**src/rtl/pc_unit_ras_pkg.sv**
```systemverilog
// Shared definitions for the program-counter unit with return-address stack.
//   pc_sel_t   : next-PC source select (sequential, PC-relative, stack top)
//   ras_ptr_w  : width of the circular stack pointer for a given depth
//   DEF_*      : default parameter values used by the PC unit
package pc_pkg;

  typedef enum logic [1:0] {
    SEL_SEQ = 2'd0,
    SEL_REL = 2'd1,
    SEL_RAS = 2'd2
  } pc_sel_t;

  localparam int DEF_PC_WIDTH    = 32;
  localparam int DEF_INSTR_BYTES = 4;
  localparam int DEF_RAS_DEPTH   = 4;

  // Pointer width for the circular stack; a depth of 1 still needs one bit.
  function automatic int ras_ptr_w(input int depth);
    return (depth <= 1) ? 1 : $clog2(depth);
  endfunction

endpackage

```
**src/rtl/pc_unit_ras_if.sv**
```systemverilog
// Control and fetch bundle of the PC unit.
//   Control inputs : halt, jmp, jmp_if, alu_out_lsb, call, ret, imm_padded_out
//   Fetch handshake: fetch_valid (PC unit -> memory), fetch_ready (memory -> PC unit),
//                    next_instr_addr (address presented with fetch_valid)
//   Status         : ras_count, ras_overflow, ras_underflow
// Handshake: an address transfer happens on a rising edge where fetch_valid and
// fetch_ready are both high (and halt is low); while fetch_valid is high and
// fetch_ready is low the address is held stable and never retracted.
// modport slave is the PC unit; modport master is the core/memory side.
interface pc_unit_ras_if #(
  parameter int PC_WIDTH  = 32,
  parameter int RAS_DEPTH = 4
);
  localparam int CNT_W = $clog2(RAS_DEPTH) + 1;

  logic                halt;
  logic                jmp;
  logic                jmp_if;
  logic                alu_out_lsb;
  logic                call;
  logic                ret;
  logic [PC_WIDTH-1:0] imm_padded_out;
  logic                fetch_ready;
  logic                fetch_valid;
  logic [PC_WIDTH-1:0] next_instr_addr;
  logic [CNT_W-1:0]    ras_count;
  logic                ras_overflow;
  logic                ras_underflow;

  modport slave (
    input  halt, jmp, jmp_if, alu_out_lsb, call, ret, imm_padded_out, fetch_ready,
    output fetch_valid, next_instr_addr, ras_count, ras_overflow, ras_underflow
  );

  modport master (
    output halt, jmp, jmp_if, alu_out_lsb, call, ret, imm_padded_out, fetch_ready,
    input  fetch_valid, next_instr_addr, ras_count, ras_overflow, ras_underflow
  );

endinterface

```
**src/rtl/pc_unit_ras_ret_addr_stack.sv**
```systemverilog
// Circular return-address stack.
//   clk, rst   : clock and asynchronous active-high reset (empties the stack)
//   push, pop  : push push_data / pop top; both together swap the top entry
//   push_data  : return address to store
//   top        : current top entry (combinational, same cycle)
//   empty      : no live entries
//   count      : live entries, saturates at RAS_DEPTH
//   overflow   : sticky, a push happened while full
//   underflow  : sticky, a pop happened while empty
module ret_addr_stack
  import pc_pkg::*;
#(
  parameter int PC_WIDTH  = 32,
  parameter int RAS_DEPTH = 4
) (
  input  logic                          clk,
  input  logic                          rst,
  input  logic                          push,
  input  logic                          pop,
  input  logic [PC_WIDTH-1:0]           push_data,
  output logic [PC_WIDTH-1:0]           top,
  output logic                          empty,
  output logic [ras_ptr_w(RAS_DEPTH):0] count,
  output logic                          overflow,
  output logic                          underflow
);

  localparam int PTR_W = ras_ptr_w(RAS_DEPTH);
  localparam int CNT_W = PTR_W + 1;

  logic [PC_WIDTH-1:0] mem [RAS_DEPTH];
  // wr_ptr is the next free slot; the top entry sits just below it.
  logic [PTR_W-1:0]    wr_ptr;
  logic [PTR_W-1:0]    top_idx;
  logic                full;

  assign top_idx = wr_ptr - PTR_W'(1);
  assign empty   = (count == '0);
  assign full    = (count == CNT_W'(RAS_DEPTH));
  assign top     = mem[top_idx];

  always_ff @(posedge clk or posedge rst) begin
    if (rst) begin
      wr_ptr    <= '0;
      count     <= '0;
      overflow  <= 1'b0;
      underflow <= 1'b0;
    end else if (push && pop) begin
      // Swap keeps the depth; on an empty stack it degrades to a plain push.
      if (empty) begin
        wr_ptr    <= wr_ptr + PTR_W'(1);
        count     <= CNT_W'(1);
        underflow <= 1'b1;
      end
    end else if (push) begin
      // When full, wr_ptr already points at the oldest entry, which is overwritten.
      wr_ptr <= wr_ptr + PTR_W'(1);
      if (full) begin
        overflow <= 1'b1;
      end else begin
        count <= count + CNT_W'(1);
      end
    end else if (pop) begin
      if (empty) begin
        underflow <= 1'b1;
      end else begin
        wr_ptr <= top_idx;
        count  <= count - CNT_W'(1);
      end
    end
  end

  // Storage is not reset; only the pointer/count define which entries are live.
  always_ff @(posedge clk) begin
    if (push) begin
      if (pop && !empty) begin
        mem[top_idx] <= push_data;
      end else begin
        mem[wr_ptr] <= push_data;
      end
    end
  end

endmodule

```
**src/rtl/pc_unit_ras.sv**
```systemverilog
// Program-counter unit with return-address stack and fetch handshake.
//   clk_150_mhz : core clock
//   pc_rst      : asynchronous active-high reset
//   bus         : control inputs, fetch handshake and stack status
//                 (see pc_unit_ras_if)
// The PC advances only on an accepted fetch. Next-PC priority:
// ret > call > jmp > taken jmp_if > sequential.
module pc_unit_ras
  import pc_pkg::*;
#(
  parameter int                  PC_WIDTH     = DEF_PC_WIDTH,
  parameter logic [PC_WIDTH-1:0] RESET_VECTOR = '0,
  parameter int                  INSTR_BYTES  = DEF_INSTR_BYTES,
  parameter int                  RAS_DEPTH    = DEF_RAS_DEPTH
) (
  input logic         clk_150_mhz,
  input logic         pc_rst,
  pc_unit_ras_if.slave bus
);

  localparam int PTR_W = ras_ptr_w(RAS_DEPTH);

  logic [PC_WIDTH-1:0] pc;
  logic                fetch_valid_q;
  logic                accept;
  logic [PC_WIDTH-1:0] seq_pc;
  logic [PC_WIDTH-1:0] rel_pc;
  logic [PC_WIDTH-1:0] next_pc;
  pc_sel_t             pc_sel;

  logic [PC_WIDTH-1:0] ras_top;
  logic                ras_empty;
  logic [PTR_W:0]      ras_count;
  logic                ras_overflow;
  logic                ras_underflow;

  assign accept = fetch_valid_q & bus.fetch_ready & ~bus.halt;

  // Additions wrap modulo 2^PC_WIDTH; no alignment correction is applied.
  assign seq_pc = pc + PC_WIDTH'(INSTR_BYTES);
  assign rel_pc = pc + bus.imm_padded_out;

  always_comb begin
    pc_sel = SEL_SEQ;
    if (bus.ret) begin
      // A return on an empty stack falls through to the sequential address.
      pc_sel = ras_empty ? SEL_SEQ : SEL_RAS;
    end else if (bus.call || bus.jmp || (bus.jmp_if && bus.alu_out_lsb)) begin
      pc_sel = SEL_REL;
    end
  end

  always_comb begin
    next_pc = seq_pc;
    case (pc_sel)
      SEL_REL: next_pc = rel_pc;
      SEL_RAS: next_pc = ras_top;
      default: next_pc = seq_pc;
    endcase
  end

  always_ff @(posedge clk_150_mhz or posedge pc_rst) begin
    if (pc_rst) begin
      fetch_valid_q <= 1'b0;
      pc            <= RESET_VECTOR;
    end else begin
      fetch_valid_q <= ~bus.halt;
      if (accept) begin
        pc <= next_pc;
      end
    end
  end

  ret_addr_stack #(
    .PC_WIDTH  (PC_WIDTH),
    .RAS_DEPTH (RAS_DEPTH)
  ) u_ras (
    .clk       (clk_150_mhz),
    .rst       (pc_rst),
    .push      (accept & bus.call),
    .pop       (accept & bus.ret),
    .push_data (seq_pc),
    .top       (ras_top),
    .empty     (ras_empty),
    .count     (ras_count),
    .overflow  (ras_overflow),
    .underflow (ras_underflow)
  );

  assign bus.fetch_valid     = fetch_valid_q;
  assign bus.next_instr_addr = pc;
  assign bus.ras_count       = ras_count;
  assign bus.ras_overflow    = ras_overflow;
  assign bus.ras_underflow   = ras_underflow;

endmodule

```
**src/flat_wrapper.sv**
```systemverilog
// flat-port wrapper written by rule: the top's interface ports become plain ports
module pc_unit_ras_flat import pc_pkg::*;
#(
  parameter int                  PC_WIDTH     = DEF_PC_WIDTH,
  parameter logic [PC_WIDTH-1:0] RESET_VECTOR = '0,
  parameter int                  INSTR_BYTES  = DEF_INSTR_BYTES,
  parameter int                  RAS_DEPTH    = DEF_RAS_DEPTH
)
  (clk_150_mhz, pc_rst, bus_halt, bus_jmp, bus_jmp_if, bus_alu_out_lsb, bus_call, bus_ret, bus_imm_padded_out, bus_fetch_ready, bus_fetch_valid, bus_next_instr_addr, bus_ras_count, bus_ras_overflow, bus_ras_underflow);
  pc_unit_ras_if #(.PC_WIDTH(PC_WIDTH), .RAS_DEPTH(RAS_DEPTH)) bus_i ();
  input logic clk_150_mhz;
  input logic pc_rst;
  input wire logic [$bits(bus_i.halt)-1:0] bus_halt;
  input wire logic [$bits(bus_i.jmp)-1:0] bus_jmp;
  input wire logic [$bits(bus_i.jmp_if)-1:0] bus_jmp_if;
  input wire logic [$bits(bus_i.alu_out_lsb)-1:0] bus_alu_out_lsb;
  input wire logic [$bits(bus_i.call)-1:0] bus_call;
  input wire logic [$bits(bus_i.ret)-1:0] bus_ret;
  input wire logic [$bits(bus_i.imm_padded_out)-1:0] bus_imm_padded_out;
  input wire logic [$bits(bus_i.fetch_ready)-1:0] bus_fetch_ready;
  output wire logic [$bits(bus_i.fetch_valid)-1:0] bus_fetch_valid;
  output wire logic [$bits(bus_i.next_instr_addr)-1:0] bus_next_instr_addr;
  output wire logic [$bits(bus_i.ras_count)-1:0] bus_ras_count;
  output wire logic [$bits(bus_i.ras_overflow)-1:0] bus_ras_overflow;
  output wire logic [$bits(bus_i.ras_underflow)-1:0] bus_ras_underflow;
  assign bus_i.halt = bus_halt;
  assign bus_i.jmp = bus_jmp;
  assign bus_i.jmp_if = bus_jmp_if;
  assign bus_i.alu_out_lsb = bus_alu_out_lsb;
  assign bus_i.call = bus_call;
  assign bus_i.ret = bus_ret;
  assign bus_i.imm_padded_out = bus_imm_padded_out;
  assign bus_i.fetch_ready = bus_fetch_ready;
  assign bus_fetch_valid = bus_i.fetch_valid;
  assign bus_next_instr_addr = bus_i.next_instr_addr;
  assign bus_ras_count = bus_i.ras_count;
  assign bus_ras_overflow = bus_i.ras_overflow;
  assign bus_ras_underflow = bus_i.ras_underflow;
  pc_unit_ras #(.PC_WIDTH(PC_WIDTH), .RESET_VECTOR(RESET_VECTOR), .INSTR_BYTES(INSTR_BYTES), .RAS_DEPTH(RAS_DEPTH)) u_core (.clk_150_mhz(clk_150_mhz), .pc_rst(pc_rst), .bus(bus_i));
endmodule
```
**config.mk**
```make
export PLATFORM = sky130hd
export DESIGN_NAME = pc_unit_ras_flat
export DESIGN_NICKNAME = d
export VERILOG_FILES = /design/src/rtl/pc_unit_ras_pkg.sv /design/src/rtl/pc_unit_ras_if.sv /design/src/rtl/pc_unit_ras_ret_addr_stack.sv /design/src/rtl/pc_unit_ras.sv /design/src/flat_wrapper.sv
export SDC_FILE = /design/constraint.sdc
export NUM_CORES = 1
export LEC_CHECK = 0
export ABC_CLOCK_PERIOD_IN_PS = 3300
export CAP_MARGIN = 20
export CORE_MARGIN = 2
export CORE_UTILIZATION = 50
export CTS_BUF_LIST = sky130_fd_sc_hd__clkbuf_8
export DETAILED_ROUTE_END_ITERATION = 7
export PLACE_DENSITY = 0.82
export SETUP_SLACK_MARGIN = 0.4
export SYNTH_ARGS = -nofsm -noshare
export SYNTH_HDL_FRONTEND = slang
export SYNTH_SLANG_ARGS = --single-unit
```
**constraint.sdc**
```tcl
create_clock -name clk_150_mhz -period 3.3 [get_ports clk_150_mhz]
set_input_delay 0.66 -clock clk_150_mhz [delete_from_list [all_inputs] [get_ports clk_150_mhz]]
set_output_delay 0.66 -clock clk_150_mhz [all_outputs]
set_load 0.1 [all_outputs]
```
-- Word level (Yosys, flattened, before mapping)
Memory sizes are Yosys's and may differ from the RTL's.
Cells that the tools add are included.
- equal/unequal tests: 7
- bitwise logic cells: 6
- reductions and logical operators: 14
- add/subtract/negate cells: 6
- mux-type cells: 28
- operators by type and width (kind ; number):
    $pmux W32 S2 ; 1
    $add A32 B3 Y32 const B ; 1
    $add A32 B32 Y32 ; 1
    $mux W32 ; 1
    $reduce_or A32 Y1 ; 1
    $mux W3 ; 6
    $mux W2 ; 8
    $mux W1 ; 12
    $reduce_and A3 Y1 ; 2
    $and A1 B1 Y1 ; 4
    $ne A2 B1 Y1 const B ; 2
    $reduce_and A4 Y1 ; 1
    $add A3 B1 Y3 const B ; 1
    $eq A3 B3 Y1 const B ; 1
    $logic_and A1 B1 Y1 ; 3
    $logic_not A3 Y1 ; 1
    $ne A3 B2 Y1 const B ; 1
    $ne A3 B3 Y1 const B ; 1
    $reduce_bool A3 Y1 ; 1
    $sub A3 B1 Y3 const B ; 1
    $add A2 B1 Y2 const B ; 1
    $eq A2 B1 Y1 const B ; 1
    $eq A2 B2 Y1 const B ; 1
    $logic_or A1 B1 Y1 ; 2
    5 further kinds ; 6
- output and inout port bits: 38
- memories: 1
- flip-flop bits (word level): 40
- bits of input ports: 41
- memory bits (writable): 128
- logic and storage cells: 68
- memory list (memory ; words ; bits a word ; read ports ; clocked after memory_dff ; write ports ; RTL line ; RTL):
    u_core.u_ras.mem ; 4 ; 32 ; 1 ; 0 ; 1 ; pc_unit_ras_ret_addr_stack.sv:31 ; logic [PC_WIDTH-1:0] mem [RAS_DEPTH];

-- Logic depth before layout (Yosys ltp)
- depth in word-level cells: 9
- mapped depth: 11
- mapped depth without buffers: 11

-- By module
From an unflattened synthesis, not the netlist that was laid out.
- cells, all modules: 753
- area total of the unflattened synthesis: 9271.4 sq um
- by module, submodules not included (module ; cells an instance ; seq. area each (sq um) ; times used ; area each (sq um)):
    ret_addr_stack ; 218 ; 4018.9 ; 1 ; 5153.7
    pc_unit_ras ; 535 ; 825.8 ; 1 ; 4117.7

-- Worst setup path after synthesis
OpenSTA, ideal clock, no wires.
- path kind: register -> register
- start point: reg u_core.u_ras.count[0]
- end point: mem u_core.u_ras.mem[3][0] (enable)
- setup slack: -516 ps
- arrival time: 3384 ps
- stages on the path, launching flop included: 5
- library setup time: 432 ps
- clock period less this slack: 3816 ps
- path through: dfrtp_1 or2_2 o21ai_1 or3_1 a21oi_1
- word-level cells in the longest chain between the ends: 8
- RTL lines (element ; RTL line ; RTL):
    start, declared ; pc_unit_ras_ret_addr_stack.sv:23 ; output logic [ras_ptr_w(RAS_DEPTH):0] count,
    start signal, assigned ; pc_unit_ras_ret_addr_stack.sv:61 ; count <= count + CNT_W'(1);
    start signal, assigned ; pc_unit_ras_ret_addr_stack.sv:68 ; count <= count - CNT_W'(1);
    $logic_not A3 Y1 * ; pc_unit_ras_ret_addr_stack.sv:38 ; assign empty = (count == '0);
    $logic_not A1 Y1 * ; pc_unit_ras_ret_addr_stack.sv:76 ; if (pop && !empty) begin
    $logic_and A1 B1 Y1 * ; pc_unit_ras_ret_addr_stack.sv:76 ;
    $mux W1 ; pc_unit_ras_ret_addr_stack.sv:76 ;
    $mux W1 ; pc_unit_ras_ret_addr_stack.sv:75 ; if (push) begin
    $mux W1 (not written as such) ; pc_unit_ras_ret_addr_stack.sv:79 ; mem[wr_ptr] <= push_data;
    $reduce_or A32 Y1 (no line) ; -- ;
    $mux W2 (no line) / $mux W1 (equally long branches) ; -- ;
    end, declared ; pc_unit_ras_ret_addr_stack.sv:31 ;
Mark *: on every way between the ends. The rest lies on a longest branch, timed or not.

-- Final worst setup path
- start point: in bus_imm_padded_out[2]
- end point: reg u_core.pc[31] (netlist: u_core.bus.next_instr_addr[31])
- word-level cells in the longest chain between the ends: 2
- RTL lines (element ; RTL line ; RTL):
    start, declared ; flat_wrapper.sv:19 ; input wire logic [$bits(bus_i.imm_padded_out)-1:0] bus_imm_padded_out;
    $add A32 B32 Y32 ; pc_unit_ras.sv:41 ; assign rel_pc = pc + bus.imm_padded_out;
    $pmux W32 S2 ; pc_unit_ras.sv:55 ; case (pc_sel)
    end signal, assigned ; pc_unit_ras.sv:69 ; pc <= next_pc;
    end, declared ; pc_unit_ras.sv:23 ; logic [PC_WIDTH-1:0] pc;
Every way passes these cells.
A chain may end at the register's enable or synchronous reset.

==> results by group <==
Status
  – Status: complete, no violations

Place
  – DP Worst Slack: -0.157 ns
  – GPL Wtd Cong: 0.911
  – Final HPWL DP: 15800 um
  – Port bufs: 78
  – Dpl cell area: 0.0103 mm2

Yosys
  – Synthesized net count: 831
  – Top post-synthesis cells by area: edfxtp_1 43%, dfrtp_1 11%, mux4_2 8.0%
  – Area leader, netlist: edfxtp_1
  – Synth top area share: 42.6%
  – Post-synthesis cell count: 756
  – Syn avg cell area: 11.9 um2
  – Top_reg_cell synth: edfxtp_1
  – Synth cell types: 58
  – Ys async rst share: 23.8%
  – FF+latch count, synth: 168
  – Synth warn: 0
  – Seq/Total Area, Yosys: 53.7%
  – Number of synthesized flops with an enable pin: 128
  – Mapped cell area: 0.00902 mm2

Layout
  – Antenna cells: 0
  – Layout Utilization: 60.4%
  – Layout net count: 938
  – Layout cells sized above 1: 22.6%
  – Syn-to-layout area delta: 19.4%
  – Design area: 0.0108 mm2

Route
  – DR WL/cell: 20.9 um
  – Final wirelength: 23100 um
  – Initial detailed-routing violation count: 914
  – DR pass1 iterations: 6
  – Routed via count: 6903
  – Drt drc: 0
  – Vias per inst: 6.25
  – ANT nets after route: 0

Clocking
  – Worst-Skew Late Latency: 0.47 ns
  – H-tree Lvls: 4
  – Clock transition at path regs: 0.08 ns
  – Maximum clock path buffer count: 2
  – TritonCTS clock tree: done
  – Total CTS buffers: 17
  – Root Driver: clkbuf_8
  – Sink Count: 168
  – Hold Buf Count CTS: 0

Timing
  – Actual transition at the worst max-transition pin: 0.641 ns
  – F_max: 353 MHz
  – WHS: 0.440 ns
  – Worst Skew: 0.0153 ns
  – Endpoints failing setup: 0
  – Fin worst setup slack: 0.467 ns
  – Total negative slack: 0 ns
  – Final Critical Period: 2.83 ns
  – Slew headroom: 57.2%
  – Hold Fails Final Rpt: 0
  – Fin crit share: 85.8%
  – RSZ-0062 raised after global routing: true
  – Slew Viols, Final: 0

Floorplanning
  – Die W: 138 um
  – Starting Density: 50.6%
  – Top Ports: 79
  – Row count: 49
  – Chip height: 138 um
  – Die area: 0.0191 mm2
  – CORE AREA: 0.0178 mm2

Setup path
  – Critical Path RT: 3.65 ns
  – Critical path cell sequence: clkdlybuf4s50_1, ha_1, o211ai_1, o211ai_1, nand3_1, nand3_1, a31oi_1, o21ai_1, a211oi_1, a311o_1
  – Worst-path fanout max: 5
  – CP peak stage delay: 0.50 ns
  – Setup CP Type: in2reg
  – Buf/Inv on CP: 1
  – Crit start category: input pin
  – Critical path arrival: 3.19 ns
  – Slowest-stage cell, CP: clkdlybuf4s50_1
  – Setup crit end kind: flop
  – Largest delay share family, worst path: compound AO/OA/AOI/OAI gates

Global route
  – GRT Overall Usage: 24.1%
  – First-pass GRT wire length: 36200 um
  – Largest net degree at the start of global routing: 33
  – Total gr overflow: 0
  – Vias in the first global route: 6703
  – Initial antenna violation count: 0

Power and ir drop
  – Psw: 4.48 mW
  – Pwr Density: 904 mW/mm2
  – P_int: 5.26 mW
  – Sw frac: 46.0%
  – Combinational power share: 52.3%
  – Leakage: 3.96 nW
  – Seq pwr share: 32.8%
  – Clock Power Share: 14.9%
  – VDD IR max: 0.592 mV

Run
  – Max_cap viols: 0

Min path
  – Min-Delay Path Class: in2async
[final cells by class]
class / count / area (um2)
clock inverters: 15 / 145
clock buffers: 17 / 234
inverters: 18 / 67.6
well taps: 229 / 287
fillers: 1377 / 7070
multi-input cells: 526 / 4060
repair buffers: 132 / 1120
flip-flops and latches: 168 / 4860
[kinds of logic after synthesis]
kind of cell	count (synthesis)	synth area share, %
AND/OR/NAND/NOR	209	11.1
XOR/XNOR	50	5.02
AO/OA/AOI/OAI	198	14.2
buffers and inverters	62	2.73
multiplexers	35	8.32
adder cells (fa/ha/maj)	34	4.88
flip-flops	168	53.7
[stage by stage]
step,instances,power (mW)
5_1_grt,1105,10.2
4_1_cts,1104,9.62
2_1_floorplan,756,6.87
6_report,1105,9.74
3_3_place_gp,1072,8.07
3_5_place_dp,1072,8.16
[synth_stat cells, types with 5 or more instances]
cell	n
a221oi_1	10
ha_1	32
xor2_1	22
nor3_1	18
a21o_1	13
a21oi_1	48
inv_1	18
o21ai_0	39
and3_1	14
buf_2	5
nor2_1	53
nand4_1	7
a22oi_1	14
mux4_2	32
nand3b_1	5
nand3_1	28
xnor2_1	26
dfrtp_1	40
o21bai_1	7
clkbuf_1	34
a211oi_1	7
or3_1	5
nand2_1	59
a31oi_1	20
o211ai_1	5
edfxtp_1	128
[repair_timing]
| action | CTS | global route |
|---|---|---|
| cloned | 0 | 0 |
| resized for setup | 2 | 22 |
| pin swaps | 1 | 7 |
| endpoints found under the setup margin | 6 | 16 |
| buffers inserted | 0 | 1 |
[layout by cell type, fill, tap and decap left out, drive strengths merged, types with 3 or more instances in the layout]
master / Yosys / final
edfxtp: 128 / 128
buf: 10 / 92
nand2: 59 / 59
nor2: 55 / 55
a21oi: 48 / 48
o21ai: 42 / 42
clkdlybuf4s50: 0 / 40
dfrtp: 40 / 40
mux4: 32 / 32
ha: 32 / 32
nand3: 28 / 28
xnor2: 26 / 26
xor2: 24 / 24
inv: 18 / 22
a31oi: 20 / 20
nor3: 18 / 18
clkbuf: 34 / 17
and3: 14 / 14
a22oi: 14 / 14
a21o: 13 / 13
a221oi: 10 / 10
nand4: 8 / 8
o21bai: 7 / 7
a211oi: 7 / 7
clkinv: 0 / 7
o211ai: 5 / 5
or3: 5 / 5
nand3b: 5 / 5
or2: 4 / 4
and4: 4 / 4
o21a: 4 / 4
a32oi: 4 / 4
nor2b: 4 / 4
a22o: 3 / 3
mux2i: 3 / 3
a221o: 3 / 3
bufinv: 0 / 3
[metal layers]
layer  vias to the layer above  GRT usage (%)  wire (um)
met3                        43           5.58       1890
met2                       355           38.3      11200
met4                         0           8.43        478
li1                       3123              -          -
met5                         -              0          0
met1                      3382           33.0       9520
[sequential cells by signal, summed over array words and instances (netlist names)]
name                        cells
u_core.u_ras.overflow           1
u_core.u_ras.count              3
u_core.u_ras.wr_ptr             2
u_core.u_ras.underflow          1
u_core.bus.fetch_valid          1
u_core.bus.next_instr_addr     32
u_core.u_ras.mem              128
[path summary, 6_finish.rpt]
check / endpoint / startpoint / slack [ns] / cells past startpoint
worst max-delay path: u_core.bus.next_instr_addr[31]$_DFFE_PP0P_ / bus_imm_padded_out[2] / 0.47 / 10
worst min-delay path: u_core.bus.next_instr_addr[1]$_DFFE_PP0P_ / pc_rst / 0.44 / 2
worst max register to register: u_core.bus.next_instr_addr[28]$_DFFE_PP0P_ / u_core.bus.next_instr_addr[0]$_DFFE_PP0P_ / 0.56 / 11
worst min register to register: u_core.u_ras.overflow$_DFFE_PP0P_ / u_core.u_ras.overflow$_DFFE_PP0P_ / 0.48 / 1
max in group asynchronous: u_core.bus.next_instr_addr[17]$_DFFE_PP0P_ / pc_rst / 2.26 / 3
min in group clk_150_mhz: u_core.u_ras.overflow$_DFFE_PP0P_ / u_core.u_ras.overflow$_DFFE_PP0P_ / 0.48 / 1
[power groups by stage]
stage | clock network [mW] | logic (mW) | registers, mW
5_1_grt | 1.55 | 5.43 | 3.25
6_report | 1.45 | 5.09 | 3.20
3_3_place_gp | 0 | 4.85 | 3.22
3_5_place_dp | 0 | 4.93 | 3.23
2_1_floorplan | 0 | 2.55 | 4.32
4_1_cts | 1.46 | 4.97 | 3.19
(Power assumes the default switching activity.)
